[config.mk]
export PLATFORM = sky130hd
export DESIGN_NAME = mcs4_io_capture
export DESIGN_NICKNAME = d
export VERILOG_FILES = /design/src/rtl/mcs4_io_capture.sv
export SDC_FILE = /design/constraint.sdc
export NUM_CORES = 1
export LEC_CHECK = 0
export CAP_MARGIN = 5
export CORE_MARGIN = 8
export CORE_UTILIZATION = 45
export CTS_CLUSTER_DIAMETER = 50
export CTS_CLUSTER_SIZE = 40
export DETAILED_ROUTE_END_ITERATION = 8
export PLACE_DENSITY = 0.59
export SLEW_MARGIN = 20
export SYNTH_ARGS = -nofsm -noshare
export SYNTH_HDL_FRONTEND = slang
export SYNTH_SLANG_ARGS = --single-unit
[constraint.sdc]
create_clock -name clk -period 10.05 [get_ports clk]
set_input_delay 2.01 -clock clk [delete_from_list [all_inputs] [get_ports clk]]
set_output_delay 2.01 -clock clk [all_outputs]
set_load 0.02 [all_outputs]
[src/rtl/mcs4_io_capture.sv]
// rtl/mcs4_io_capture.sv - change-detecting capture of ROM/RAM output ports into a timestamped event FIFO
// Ports are prioritised ROM 0..NUM_ROMS-1 then RAM 0..NUM_RAM_PORTS-1; at most one event is enqueued per cycle.
module mcs4_io_capture #(
   parameter int NUM_ROMS      = 16,
   parameter int NUM_RAM_PORTS = 16,
   parameter int DEPTH         = 16,
   parameter int TS_WIDTH      = 32
) (
   input  logic                       clk,
   input  logic                       rst,
   input  logic [NUM_ROMS*4-1:0]      rom_dout,
   input  logic [NUM_RAM_PORTS*4-1:0] ram_dout,
   input  logic                       enable,
   input  logic                       clear,
   output logic                       ev_valid,
   input  logic                       ev_ready,
   output logic                       ev_src,
   output logic [3:0]                 ev_index,
   output logic [3:0]                 ev_data,
   output logic [TS_WIDTH-1:0]        ev_ts,
   output logic [15:0]                coalesce_count
);
   localparam int NP = NUM_ROMS + NUM_RAM_PORTS;
   localparam int AW = $clog2(DEPTH);
   localparam int EW = 9 + TS_WIDTH;

   typedef enum logic {INIT, RUN} state_t;
   state_t state;

   logic [NP*4-1:0]     raw, in_q, last_rep;
   logic [TS_WIDTH-1:0] ts;
   logic [EW-1:0]       mem [DEPTH];
   logic [EW-1:0]       head, entry;
   logic [AW-1:0]       wr_ptr, rd_ptr;
   logic [AW:0]         count;
   logic [NP-1:0]       pending;
   logic                any_pend, full, enq, deq, coal;
   logic [4:0]          sel, rel;
   logic                sel_src;

   assign raw = {ram_dout, rom_dout};

   // Descending scan so the lowest pending index is the one left in sel.
   always_comb begin
      any_pend = 1'b0;
      sel      = '0;
      for (int p = NP - 1; p >= 0; p--) begin
         pending[p] = (in_q[p*4 +: 4] != last_rep[p*4 +: 4]);
         if (pending[p]) begin
            any_pend = 1'b1;
            sel      = 5'(p);
         end
      end
   end

   assign full    = (count == (AW+1)'(DEPTH));
   assign enq     = (state == RUN) && enable && !full && any_pend && !clear;
   assign deq     = ev_valid && ev_ready && !clear;
   assign sel_src = (sel >= 5'(NUM_ROMS));
   assign rel     = sel_src ? sel - 5'(NUM_ROMS) : sel;
   assign entry   = {sel_src, rel[3:0], in_q[int'(sel)*4 +: 4], ts};

   // One coalesce cycle no matter how many ports were overwritten at once.
   always_comb begin
      coal = 1'b0;
      for (int p = 0; p < NP; p++) begin
         if (raw[p*4 +: 4] != in_q[p*4 +: 4] && pending[p] && !(enq && sel == 5'(p)))
            coal = 1'b1;
      end
   end

   always_ff @(posedge clk) begin
      in_q <= raw;
      if (rst) begin
         state          <= INIT;
         ts             <= '0;
         wr_ptr         <= '0;
         rd_ptr         <= '0;
         count          <= '0;
         coalesce_count <= '0;
      end else begin
         ts <= ts + 1'b1;
         if (clear) begin
            state          <= INIT;
            wr_ptr         <= '0;
            rd_ptr         <= '0;
            count          <= '0;
            coalesce_count <= '0;
         end else begin
            case (state)
               INIT: begin
                  last_rep <= raw;
                  state    <= RUN;
               end
               RUN: begin
                  if (!enable)
                     last_rep <= in_q;
                  else if (enq)
                     last_rep[int'(sel)*4 +: 4] <= in_q[int'(sel)*4 +: 4];
                  if (coal && coalesce_count != 16'hFFFF)
                     coalesce_count <= coalesce_count + 16'd1;
               end
               default: state <= INIT;
            endcase
            if (enq) wr_ptr <= wr_ptr + 1'b1;
            if (deq) rd_ptr <= rd_ptr + 1'b1;
            case ({enq, deq})
               2'b10:   count <= count + 1'b1;
               2'b01:   count <= count - 1'b1;
               default: count <= count;
            endcase
         end
      end
   end

   always_ff @(posedge clk) begin
      if (enq) mem[wr_ptr] <= entry;
   end

   // Fields read as zero while empty so reset and flushed states look clean.
   assign head     = mem[rd_ptr];
   assign ev_valid = (count != '0);
   assign ev_src   = ev_valid & head[EW-1];
   assign ev_index = ev_valid ? head[EW-2 -: 4] : 4'd0;
   assign ev_data  = ev_valid ? head[EW-6 -: 4] : 4'd0;
   assign ev_ts    = ev_valid ? head[TS_WIDTH-1:0] : '0;
endmodule
## After elaboration in Yosys (flattened, before gate mapping)

Memories as Yosys holds them, arrays and structs flattened. A register that Yosys moved wholly into a read port is not among the register bits.
Cells that the tools add are included.

| storage, ports and cells | value |
|---|---|
| register bits | 318 |
| latch bits | 0 |
| RAM bits | 656 |
| memory bits (read-only) | 0 |
| bits of input ports | 133 |
| output and inout port bits | 58 |
| word-level logic and storage cells | 378 |
| memories kept | 1 |

| operators by class | value |
|---|---|
| $add $sub $neg | 8 |
| multiply operators | 0 |
| divide/modulo/power cells | 0 |
| magnitude comparators | 1 |
| equal/unequal tests | 100 |
| shift operators | 3 |
| mux-type cells | 110 |
| bitwise gates (word level) | 4 |
| reduce and logical (&&, ||, !) cells | 143 |

Memory list:

| name | depth | bits a word | read ports | clocked after memory_dff | wr ports | line | text |
|---|---|---|---|---|---|---|---|
| mem | 16 | 41 | 1 | 1 | 1 | 32 | `logic [EW-1:0] mem [DEPTH];` |

Operators by type and width:

| operator | count |
|---|---|
| $mux W128 | 2 |
| $ne A4 B4 Y1 | 64 |
| $pmux W128 S2 | 1 |
| $mux W5 | 32 |
| $bwmux W128 | 1 |
| $shift A4 B33 Y128 const A | 1 |
| $shiftx A128 B8 Y4 | 1 |
| $shiftx A4 B33 Y128 | 1 |
| $logic_and A1 B1 Y1 | 103 |
| $eq A5 B5 Y1 const B | 17 |
| $mux W1 | 67 |
| $eq A5 B4 Y1 const B | 8 |
| $logic_not A1 Y1 | 34 |
| $neg A7 Y33 | 1 |
| $add A32 B1 Y32 const B | 1 |
| $mux W32 | 1 |
| $eq A5 B3 Y1 const B | 4 |
| $mux W4 | 5 |
| $add A16 B1 Y16 const B | 1 |
| $ne A16 B16 Y1 const B | 1 |
| $eq A5 B2 Y1 const B | 2 |
| $pmux W5 S2 | 1 |
| $add A4 B1 Y4 const B | 2 |
| $add A5 B1 Y5 const B | 1 |
| other kinds (15) | 17 |

## Longest topological paths before layout

Gate-level depths: netlist of run 1.

| logic depth | value |
|---|---|
| word-level depth | 72 |
| mapped depth | 20 |
| gate-level depth less buffers | 19 |

## Least setup slack after synthesis of run 1

No wires, ideal clock.

| timing | value |
|---|---|
| path type | input -> register |
| start point | input enable |
| end point | memory mem[3][0] (netlist bit) (enable) |
| setup time | 490 ps |
| arrival time | 6354 ps |
| required time | 9560 ps |
| slack | 3205 ps |
| cell stages on the path | 7 |
| buffers on the path | 2 |
| path through | buf_2 nand2_1 a211oi_1 o31a_1 clkbuf_1 nand2_1 nor3_1 |

| on the way | value |
|---|---|
| word-level cells in the longest chain between the ends | 6 |

Ends and longest elaborated chain:

| what | line | text |
|---|---|---|
| start: declaration | 13 | `input logic enable,` |
| $logic_and A1 B1 Y1 (4 in series) | 57 | `assign enq = (state == RUN) && enable && !full && any_pend && !clear;` |
| $mux W1 | 117 | `if (enq) mem[wr_ptr] <= entry;` |
| $mux W1 (implied by the code) | 117 |  |
| end: declaration | 32 |  |

No other way between the ends.

## Final worst setup path of run 1

| timing | value |
|---|---|
| start point | register in_q[52] |
| end point | register coalesce_count[13] |

| on the way | value |
|---|---|
| word-level cells in the longest chain between the ends | 54 |
| elaborated cells on any way between the ends | 195 |
| classes of those cells | eq/ne (33); mux (60); reduce/logical (102) |

Ends and longest elaborated chain:

| what | line | text |
|---|---|---|
| start: declaration | 30 | `logic [NP*4-1:0] raw, in_q, last_rep;` |
| start signal: assignment | 73 | `in_q <= raw;` |
| branches (longest 51 deep; another with $mux W5) | n/a |  |
| $mux W1 * | 67 | `if (raw[p*4 +: 4] != in_q[p*4 +: 4] && pending[p] && !(enq && sel == 5'(p)))` |
| $logic_and A1 B1 Y1 * | 100 | `if (coal && coalesce_count != 16'hFFFF)` |
| $reduce_and A2 Y1 (no line) * | n/a |  |
| end signal: assignment | 101 | `coalesce_count <= coalesce_count + 16'd1;` |
| end: declaration | 21 | `output logic [15:0] coalesce_count` |

Mark *: on every way between the ends.
A chain may end at the register's enable or synchronous reset.

==> flow_summary.toml, run 1 <==
[outcome]
status = "finished clean"

[cells_and_area]
stdcell_count = 4513
diodes = 0
final_util_pct = 52.86
drive_gt1_share_pct = 16.19
nets = 3309
area_growth_pct = 17.05

[power_and_ir_drop]
power_frac_clock_pct = 45.6
peakVddDrop_mv = 0.1286
power_frac_comb_pct = 5.2
p_switching_w = 0.002176
netSwitchingFraction_pct = 23.99
pwr-share-seq_pct = 49.2
p_leak_nw = 16.24
power.density_mw_per_mm2 = 181.4
internal_power_w = 0.006893

[logic_synthesis]
synth_top_family_by_area = "multiplexers"
synth_nets = 3113
yosysMostFrequentCell = "edfxtp_1"
synthAdderAreaFrac_pct = 0.5448
synth_mux_area_share_pct = 11.29
ys_seq_area_share_pct = 64.20
yosysTopAreaCell = "edfxtp_1"
syn_avg_cell_area_um2 = 14.42
synth-edff-count = 784
ys_types = 86
synth-async-reset-ratio_pct = 0
syn_inst = 2962
synth.area.top_cells = "edfxtp_1 55%, mux4_2 11%, dfxtp_1 9.1%"
synthTopCellsByCount = "784 x edfxtp_1, 277 x o21ai_0, 210 x mux4_2"
synth_flop_cell = "edfxtp_1"
synth_top_area_share_pct = 55.11
synth_xor_area_share_pct = 6.022
yosys_warnings = 0
ys_ff_latch = 978
yosys.area_share.simple_pct = 6.496
synth_compound_area_share_pct = 8.746
netlist_area_mm2 = 0.04272

[timing]
fmax_ghz = 0.1583
rsz0062_at_grt = "false"
hold_ws_ns = 0.5145
clock_skew_ns = 0.03939
slew_headroom_pct = 19.78
slew_viol_final = 0
final_hold_viol_count = 0
period_share_pct = 62.85
post-route-min-period_ns = 6.317
report.final.setup_viol = 0
tightest_slew_ns = 1.188
setup_tns_ns = 0

[worst_setup_path]
crit_slowest_cell = "ha_1"
worstPathArrival_ns = 6.88
r2r_start = "in_q[52]$_DFF_P_"
r2r_cells = 16
worstPathRequired_ns = 10.61
slowest_delay_ns = 0.79
worstSetupStartpointType = "flop"
cp-startpoint = "in_q[52]$_DFF_P_"
r2r_end = "coalesce_count[13]$_SDFFE_PP0P_"
cp_num_buf_inv = 2
rrSetupSlack_ns = 3.73
crit_fanout = 31
end_kind = "flop"
crit_type = "flop to flop"
path_cells = "xnor2_1 -> nand4_1 -> or2_1 -> o311a_1 -> a211oi_2 -> o21a_1 -> buf_4 -> ha_1 -> inv_1 -> or4b_1 -> o31a_1 -> a221o_1 -> a211o_1 -> o211ai_4 -> or4_1 -> a21oi_1"
crit_family = "compound AO/OA/AOI/OAI gates"

[cts]
root_buffer = "clkbuf_16"
cts-htree-levels = 3
hold_buffers = 0
cts_tree = "built"
clkTransAtPathRegs_ns = 0.09
insertion_delay_ns = 0.71
clock_path_buffers = 3
clock_sink_count = 978
cts_buffers = 103
cts_resized = 0
postCtsSetupRepairBufs = 0

[grt]
antenna_found_initial = 0
grt_overflow = 0
grt_pass1_wl_mm = 184.4
first_global_vias = 27650
grt_max_degree = 115
groute.usage.overall_pct = 23.69

[floorplanning]
row_count = 113
die_w_um = 324.1
die_h_um = 324.1
coreArea_mm2 = 0.09459
start_util_pct = 45.16
io_pins = 191
die-area_mm2 = 0.1050

[drt]
wl_mm = 125.6
dr_wl_met2_mm = 62.22
vias = 27090
drtPass1Iterations = 8
met1_length_mm = 48.50
drcViolationCount = 0
wl_met3_mm = 8.334
highest_layer = "met4"
wire_per_inst_um = 27.82
vias_per_cell = 6.003
drt_iter0_markers = 2730
ant_nets = 0

[hold_path]
hold_class = "flop to flop"
hold_start = "coalesce_count[8]$_SDFFE_PP0P_"
hold_path_depth = 2
whs_endpoint = "coalesce_count[8]$_SDFFE_PP0P_"

[placement]
place.gp.congestion = 0.9765
dp_hpwl_mm = 78.88
portBuffers = 190
dp_cells = 4317

[job]
maxCapViolCount = 0
[layout make-up]
cell class	instances	area, um2
fillers	7734	44580
flip-flops and latches	978	27440
multi-input cells	1689	14340
clock buffers	108	2616
repair buffers	245	2340
well taps	1265	1583
clock inverters	87	1150
inverters	141	529.3
[per-layer routing]
metal	track usage [%]	up-vias
li1	-	11780
met1	29.51	13850
met2	40.23	1151
met3	4.246	313
met4	10.88	0
met5	0	-
[how the worst max path moves through the flow]
stage | endpoint | slack, ns | depth (start not counted)
6_report | coalesce_count[13]$_SDFFE_PP0P_ | 3.73 | 16
5_1_grt | coalesce_count[13]$_SDFFE_PP0P_ | 3.49 | 16
4_1_cts | coalesce_count[7]$_SDFFE_PP0P_ | 3.61 | 16
3_5_place_dp | coalesce_count[7]$_SDFFE_PP0P_ | 3.61 | 16
3_3_place_gp | coalesce_count[5]$_SDFFE_PP0P_ | 3.77 | 16
2_1_floorplan | mem[3][0]$_DFFE_PP_ | 3.21 | 7
[tightest hold or removal path, stage by stage (launching register included)]
cell and delay (ns):
dfxtp_1 0.34, o21ai_1 0.07, a21oi_1 0.06
[stage by stage]
step	setup WS, ns	power (W)	instance area [um2]
after global routing	3.490	0.009337	50000
after floorplan	3.205	0.004792	42720
after CTS	3.608	0.009136	49960
after detailed placement	3.610	0.005016	46190
after global placement	3.771	0.005007	46190
final	3.733	0.009069	50000
[layout by cell type, fill, tap and decap left out, drive strengths merged, types with 45 or more instances in the layout]
cell	count
a21oi	82
and2	49
buf	57
clkbuf	108
clkdlybuf4s50	188
dfxtp	194
edfxtp	784
inv	170
mux4	210
nand2	91
nand3	80
nand4	45
nor2	118
o21ai	418
xnor2	163
xor2	129
[logic make-up after synthesis]
family                   Yosys count
AND/OR/NAND/NOR                  515
adder cells (fa/ha/maj)           18
flip-flops                       978
XOR/XNOR                         292
AO/OA/AOI/OAI                    645
buffers and inverters            295
multiplexers                     219
[registers in the layout (all words and copies together), names as in the netlist, named ones only]
register	flops
mem	656
wr_ptr	4
ts	32
count	5
coalesce_count	16
last_rep	128
in_q	128
state	1
rd_ptr	4
[power by group through the flow]
stage	registers, W	clock network, W	logic (W)
after floorplan	0.00453	0	0.000262
after global placement	0.00455	0	0.000460
after detailed placement	0.00455	0	0.000465
after CTS	0.00446	0.00421	0.000468
after global routing	0.00447	0.00436	0.000506
final	0.00446	0.00413	0.000475
Note: power is estimated with default switching activity, not from simulation.
==> run 2: changes to the inputs <==
--- a/config.mk
+++ b/config.mk
@@ -11,7 +11,7 @@
 export CTS_CLUSTER_DIAMETER = 50
 export CTS_CLUSTER_SIZE = 40
 export DETAILED_ROUTE_END_ITERATION = 8
-export PLACE_DENSITY = 0.59
+export PLACE_DENSITY = 0.62
 export SLEW_MARGIN = 20
 export SYNTH_ARGS = -nofsm -noshare
 export SYNTH_HDL_FRONTEND = slang
==> constraint.sdc (replaced) <==
create_clock -name clk -period 5.35 [get_ports clk]
set_input_delay 1.07 -clock clk [delete_from_list [all_inputs] [get_ports clk]]
set_output_delay 1.07 -clock clk [all_outputs]
set_load 0.02 [all_outputs]
==> run 2 against run 1 <==
Against the previous run:
- global-route usage decreased by 0.063 points
- sequential share of layout area decreased by 0.78 points
- die area stayed put
- cell count is 1.6% higher
- wire length fell by 0.66%
- register-to-register slack got worse by 3.5 ns
- clock-buffer cell count unchanged
- clock power is 86% higher
- via count decreased by 0.16%
- maximum frequency rose by 23%
- critical path type unchanged
- largest cell class unchanged
- highest routed layer is now met5
==> flow_summary.toml, run 2 (same netlist as run 1, synthesis figures left out) <==
[grt]
grt_max_degree = 132
antenna_found_initial = 5
grt_overflow = 0
first_global_vias = 27980
grt_pass1_wl_mm = 184.5
groute.usage.overall_pct = 23.62

[power_and_ir_drop]
power_frac_clock_pct = 45.1
power.density_mw_per_mm2 = 335.0
p_switching_w = 0.004074
pwr-share-seq_pct = 49.3
netSwitchingFraction_pct = 23.97
power_frac_comb_pct = 5.6
internal_power_w = 0.01292
p_leak_nw = 16.69
peakVddDrop_mv = 0.2644

[drt]
drcViolationCount = 0
wire_per_inst_um = 27.21
vias_per_cell = 5.901
ant_nets = 0
vias = 27050
drt_iter0_markers = 2837
wl_mm = 124.7
drtPass1Iterations = 6

[cells_and_area]
drive_gt1_share_pct = 17.79
reg.largest.list = "mem: 656 flops, in_q: 128 flops, last_rep: 128 flops"
final_cell_mix = "784 x edfxtp_1, 277 x o21ai_0, 210 x mux4_2"
final_area_mm2 = 0.05073
area_growth_pct = 18.75
final_common_cell = "edfxtp_1"
largest_register_ffs = 656
nets = 3377
stdcell_count = 4584
largest-register = "mem"

[worst_setup_path]
r2r_cells = 17
cp-startpoint = "in_q[103]$_DFF_P_"
crit_fanout = 32
worstSetupStartpointType = "flop"
worstPathRequired_ns = 5.92
rrSetupSlack_ns = 0.21
cp-endpoint = "coalesce_count[7]$_SDFFE_PP0P_"
worstPathArrival_ns = 5.71
r2r_end = "coalesce_count[7]$_SDFFE_PP0P_"
crit_type = "flop to flop"
r2r_start = "in_q[103]$_DFF_P_"
end_kind = "flop"

[job]
maxCapViolCount = 0

[floorplanning]
die_h_um = 324.1
die-area_mm2 = 0.1050
die_w_um = 324.1
coreArea_mm2 = 0.09459
io_pins = 191
start_util_pct = 45.16
row_count = 113

[timing]
final_hold_viol_count = 0
rsz0062_at_grt = "false"
slew_viol_final = 0
fmax_ghz = 0.1946
clock_skew_ns = 0.05978
post-route-min-period_ns = 5.138
slew_headroom_pct = 26.30
report.final.setup_viol = 0
period_share_pct = 96.04
setup_ws_ns = 0.2116
setup_tns_ns = 0
tightest_slew_ns = 1.105

[cts]
clock_sink_count = 978
root_buffer = "clkbuf_16"
clkTransAtPathRegs_ns = 0.07
insertion_delay_ns = 0.71
clock_path_buffers = 3
hold_buffers = 0
postCtsSetupRepairBufs = 0
cts_buffers = 104
cts_resized = 0
cts-htree-levels = 3
cts_tree = "built"

[outcome]
status = "finished clean"

[placement]
portBuffers = 190
dp_hpwl_mm = 80.93
dp_cells = 4384
dpl_worst_slack_ns = 0.1941
place.gp.congestion = 0.9597
place_area_mm2 = 0.04692

[hold_path]
hold_start = "coalesce_count[8]$_SDFFE_PP0P_"
hold_class = "flop to flop"
## run 2: cell count changes in the layout (fill, tap and decap cells not counted), moves of 3 or more
cell / delta
clkinvlp_4: -5
nor3_4: +4
nor3_2: -4
inv_8: +3
diode_2: +3
buf_4: +50
buf_12: +17
inv_16: -4
clkinv_2: +3
## run 2: stage by stage
step	power [W]	utilization (%)	hold slack (ns)
2_1_floorplan	0.009001	-	0.4672
3_3_place_gp	0.009450	49.61	0.4887
3_5_place_dp	0.009470	49.61	0.5114
4_1_cts	0.01712	53.58	0.5159
5_1_grt	0.01751	53.62	0.5345
6_report	0.01700	53.63	0.5175
## run 2: worst max-delay path, stage by stage (launching register included)
cell,delay (ns)
dfxtp_1,0.42
xnor2_1,0.14
nand4_1,0.27
or2_1,0.40
a221o_1,0.46
a211oi_2,0.38
o21a_1,0.21
buf_4,0.37
ha_2,0.36
o221ai_1,0.15
nor4_1,0.39
nand3_1,0.12
nor4_1,0.37
o2111ai_2,0.26
o211ai_2,0.27
buf_12,0.19
or4_1,0.14
a21oi_1,0.08
## run 2: worst min path at each step
stage	slack, ns	end	cells after the start
floorplan	0.47	count[4]$_SDFFE_PP0P_	2
global placement	0.49	count[4]$_SDFFE_PP0P_	2
detailed placement	0.51	coalesce_count[8]$_SDFFE_PP0P_	2
CTS	0.52	coalesce_count[8]$_SDFFE_PP0P_	2
global route	0.53	coalesce_count[10]$_SDFFE_PP0P_	2
finish	0.52	coalesce_count[8]$_SDFFE_PP0P_	2
## run 2: power groups by stage
stage,sequential (W),clock (W),combinational [W]
after floorplan,0.00851,0,0.000493
final,0.00837,0.00767,0.000949
after global placement,0.00853,0,0.000919
after detailed placement,0.00854,0,0.000931
after CTS,0.00837,0.00781,0.000937
after global routing,0.00838,0.00811,0.00101
## run 2: cell type report
class / instances / area [um2]
Fill cell: 7587 / 43860
Sequential cell: 978 / 27440
Multi-Input combinational cell: 1689 / 14350
Timing Repair Buffer: 312 / 3060
Clock buffer: 108 / 2639
Tap cell: 1265 / 1583
Clock inverter: 88 / 1114
Inverter: 141 / 529.3
Antenna cell: 3 / 7.507
## run 2: per-layer routing
| layer | GRT usage [%] | up-vias | part of all wire [%] |
|---|---|---|---|
| met5 | 0 | - | 0.0088 |
| met2 | 40.16 | 1130 | 50 |
| met4 | 8.928 | 2 | 3.9 |
| met1 | 30.01 | 13740 | 39 |
| met3 | 4.545 | 268 | 7.3 |
| li1 | - | 11910 | - |
